==> config.mk <==
export PLATFORM = sky130hd
export DESIGN_NAME = down_timer
export DESIGN_NICKNAME = d
export VERILOG_FILES = /design/src/rtl/down_timer_pkg.sv /design/src/rtl/down_timer.sv
export SDC_FILE = /design/constraint.sdc
export NUM_CORES = 1
export LEC_CHECK = 0
export BUFFER_PORTS_ARGS = -buffer_cell sky130_fd_sc_hd__buf_2
export CORE_AREA = 4 4 80 82
export DETAILED_ROUTE_END_ITERATION = 12
export DIE_AREA = 0 0 84 86
export MAX_ROUTING_LAYER = met4
export PLACE_DENSITY = 0.43
export SETUP_SLACK_MARGIN = 0.3
export SYNTH_ARGS = -nofsm -noshare
export SYNTH_HDL_FRONTEND = slang
export SYNTH_SLANG_ARGS = --single-unit
==> constraint.sdc <==
create_clock -name clk -period 2.1 [get_ports clk]
set_clock_uncertainty 0.05 [all_clocks]
set_input_delay 0.525 -clock clk [delete_from_list [all_inputs] [get_ports clk]]
set_output_delay 0.525 -clock clk [all_outputs]
set_load 0.1 [all_outputs]
==> src/rtl/down_timer_pkg.sv <==
// rtl/down_timer_pkg.sv - shared types for the loadable down-counting timer
package down_timer_pkg;

  typedef enum logic {
    ST_IDLE = 1'b0,
    ST_RUN  = 1'b1
  } state_t;

endpackage

==> src/rtl/down_timer.sv <==
// rtl/down_timer.sv - loadable down-counting timer with one-cycle done pulse and auto-reload
module down_timer
  import down_timer_pkg::*;
#(
  parameter int WIDTH = 8,
  parameter int LAP_W = 4
) (
  input  logic             clk,
  input  logic             rst,
  input  logic             start,
  input  logic             stop,
  input  logic             en,
  input  logic             auto_reload,
  input  logic [WIDTH-1:0] load_val,
  output logic [WIDTH-1:0] cnt,
  output logic             busy,
  output logic             done,
  output logic [LAP_W-1:0] laps
);

  state_t           state;
  logic [WIDTH-1:0] reload_reg;
  logic             mode_reg;

  logic in_run;
  logic abort;
  logic restart;
  logic tick;
  logic terminal;
  logic zero_load;

  // Priority in RUN is stop, then start, then the en-driven decrement.
  assign in_run    = (state == ST_RUN);
  assign abort     = in_run && stop;
  assign restart   = start && !abort;
  assign tick      = in_run && en && !stop && !start;
  assign terminal  = (cnt == WIDTH'(1));
  assign zero_load = (load_val == '0);

  always_ff @(posedge clk or negedge rst) begin
    if (!rst) begin
      state      <= ST_IDLE;
      cnt        <= '0;
      busy       <= 1'b0;
      done       <= 1'b0;
      laps       <= '0;
      reload_reg <= '0;
      mode_reg   <= 1'b0;
    end else begin
      done <= 1'b0;
      if (abort) begin
        state <= ST_IDLE;
        busy  <= 1'b0;
      end else if (restart) begin
        if (zero_load) begin
          // A zero-length count finishes immediately and never enters RUN.
          done  <= 1'b1;
          cnt   <= '0;
          laps  <= laps + LAP_W'(1);
          state <= ST_IDLE;
          busy  <= 1'b0;
        end else begin
          cnt        <= load_val;
          reload_reg <= load_val;
          mode_reg   <= auto_reload;
          state      <= ST_RUN;
          busy       <= 1'b1;
        end
      end else if (tick) begin
        if (terminal) begin
          done <= 1'b1;
          laps <= laps + LAP_W'(1);
          if (mode_reg) begin
            cnt <= reload_reg;
          end else begin
            cnt   <= '0;
            state <= ST_IDLE;
            busy  <= 1'b0;
          end
        end else begin
          cnt <= cnt - WIDTH'(1);
        end
      end
    end
  end

endmodule
==> impl_metrics.py <==
metrics = {
    "sta": {
        "setup_tns_ns": 0,
        "rsz0062_at_grt": "true",
        "setup_violations": 0,
        "slew_headroom": 0.645,
        "drv_slew": 0,
        "min_period_over_period": 0.864,
        "worst_pin_slew_ns": 0.533,
        "finalHoldViolCount": 0,
        "hold_ws_ns": 0.178,
        "final.min_clock_period_ns": 1.82,
        "setup_ws_ns": 0.285,
        "clock.fmax_mhz": 551,
    },
    "layout": {
        "nets": 202,
        "drive_gt1_frac": 0.418,
        "antenna_cells": 0,
        "fin_util": 0.326,
        "area_growth_pct": 35.3,
    },
    "setup_path": {
        "end_kind": "register",
        "slowest_delay_ns": 0.49,
        "path_max_fanout": 6,
        "critPathLaunchType": "register",
        "path_cells": "inv_4, ha_4, nor3b_4, buf_6, and2_4, nand3b_1, a32o_1",
        "arrival_ns": 1.93,
        "critical_path.top_delay_family": "simple AND/OR/NAND/NOR gates",
        "cp_slowest_cell": "dfrtp_4",
        "crit_required_ns": 2.21,
        "crit_buf_inv": 2,
        "critPathKind": "register to register",
    },
    "placement": {
        "place_ws_ns": 0.198,
        "place_hpwl_um": 3180,
        "gp_congestion": 0.918,
        "io_buffers": 27,
    },
    "routing": {
        "via_per_inst": 4.95,
        "drc": 0,
        "num_vias": 1282,
        "drt_iter0_drc": 48,
        "routed_wl_um": 4230,
        "wire_per_inst_um": 16.3,
        "drt_first_pass_iters": 4,
        "drtAntennaViolNets": 0,
    },
    "yosys": {
        "syn_area_um2": 1380,
        "yosys_warnings": 0,
        "ys_seq_elements": 23,
        "synth_fp_nets": 160,
        "synth_flop_cell": "dfrtp_1",
        "synth_edf_count": 0,
        "syn_avg_cell_area_um2": 9.68,
        "syn_inst": 143,
        "ys_types": 47,
        "synthArstFlopShare": 1.00,
        "ys_seq_area_frac": 0.416,
    },
    "global_routing": {
        "grt_pass1_vias": 1375,
        "antenna_found_initial": 0,
        "overflow": 0,
        "grt_pass1_wl_um": 7130,
        "grt_max_degree": 24,
        "grt_usage": 0.124,
    },
    "floorplan": {
        "core-area_um2": 5750,
        "die-area_um2": 7220,
        "die_h_um": 86,
        "io_pins": 28,
        "start_util": 0.241,
        "die_w_um": 84,
        "std_cell_rows": 28,
    },
    "run_status": {
        "outcome": "finished clean",
    },
    "clock_tree": {
        "cts_root_buffer": "clkbuf_8",
        "htree_levels": 1,
        "cts_sinks": 23,
        "clk_latency_ns": 0.27,
        "clockBufferDepth": 2,
        "cts_tree": "done",
        "clk_pin_slew_ns": 0.09,
        "cts_hold_buf": 0,
        "cts_made_buffers": 3,
    },
    "pwr": {
        "clock_power_share": 0.180,
        "comb_power_share": 0.420,
        "internal-power_mw": 0.850,
        "p_per_area_nw_per_um2": 832,
        "seqPwrFrac": 0.400,
        "power_switching_mw": 0.707,
        "swShare": 0.454,
        "power_leakage_nw": 0.835,
        "ir_drop_v": 0.000514,
    },
    "min_path": {
        "hold_class": "primary input to async pin",
    },
    "job": {
        "max-cap-violations": 0,
    },
}
## synth_stat cells (2+ instances only)
cell type / instances / area [um^2]
dfrtp_1: 23 / 576
nor2_1: 8 / 30.0
o21ai_0: 3 / 15.0
a21oi_1: 14 / 70.1
mux2i_1: 2 / 20.0
nor4_1: 3 / 18.8
a211oi_1: 4 / 30.0
nand3b_1: 2 / 15.0
a31oi_1: 4 / 25.0
nand2b_1: 3 / 18.8
ha_1: 3 / 37.5
buf_2: 3 / 15.0
nor3b_1: 3 / 22.5
xor2_1: 3 / 26.3
mux2_2: 2 / 22.5
nand2_1: 15 / 56.3
clkbuf_1: 3 / 11.3
nand3_1: 5 / 25.0
a22o_1: 6 / 52.6
inv_1: 7 / 26.3
## power by group through the flow
stage | clock network [mW] | logic [mW] | registers (mW)
finish | 0.280 | 0.655 | 0.623
floorplan | 0 | 0.201 | 0.872
CTS | 0.289 | 0.634 | 0.621
global placement | 0 | 0.611 | 0.625
detailed placement | 0 | 0.609 | 0.625
global route | 0.302 | 0.695 | 0.637
## cell usage in the layout, fill, tap and decap left out, types with 4 or more instances in the layout
master	netlist	layout
a21oi_1	14	12
a22o_1	6	6
a31oi_1	4	4
buf_2	3	22
buf_4	0	17
dfrtp_1	23	14
dfrtp_2	0	5
dfrtp_4	0	4
inv_1	7	6
nand2_1	15	14
nor2_1	8	8
## cells by family after synthesis
kind of cell / synth area share
AO/OA/AOI/OAI: 0.249
XOR/XNOR: 0.0253
adder cells (fa/ha/maj): 0.0271
buffers and inverters: 0.0380
flip-flops: 0.416
multiplexers: 0.0307
AND/OR/NAND/NOR: 0.214
## per-stage QoR
step	cells	cell area [um^2]	power, mW
2_1_floorplan	143	1470	1.07
3_3_place_gp	246	1720	1.24
3_5_place_dp	246	1720	1.23
4_1_cts	254	1810	1.54
5_1_grt	259	1870	1.63
6_report	259	1870	1.56
## worst paths after layout
path	startpoint	to	slack, ns	cells past startpoint
min in group clk	laps[3]	laps[3]	0.43	1
setup / recovery	cnt[1]	in_run	0.28	7
hold / removal	rst	reload_reg[3]	0.18	1
setup reg to reg	cnt[1]	in_run	0.28	7
hold reg to reg	laps[3]	laps[3]	0.43	1
max in group asynchronous	rst	cnt[0]	1.42	1
## layout make-up
type,instances,area (um^2)
flip-flops and latches,23,597
multi-input cells,107,836
clock buffers,4,45.0
well taps,75,93.8
fillers,623,3870
inverters,7,28.8
repair buffers,43,272
## per-layer routing
metal | up-vias | share of wire | track usage
met3 | 4 | 0.056 | 0.0211
met5 | - | 0 | -
met1 | 609 | 0.48 | 0.169
li1 | 616 | - | -
met2 | 53 | 0.46 | 0.195
met4 | 0 | 0.0092 | 0.0249
## repair_timing
action	in CTS	in global routing
setup buffers	4	5
endpoints found under the setup margin	6	11
endpoints found under the hold margin	0	0
pin swaps	2	6
gates resized for setup	5	7
No activity file was read; power rests on OpenSTA's default activity.
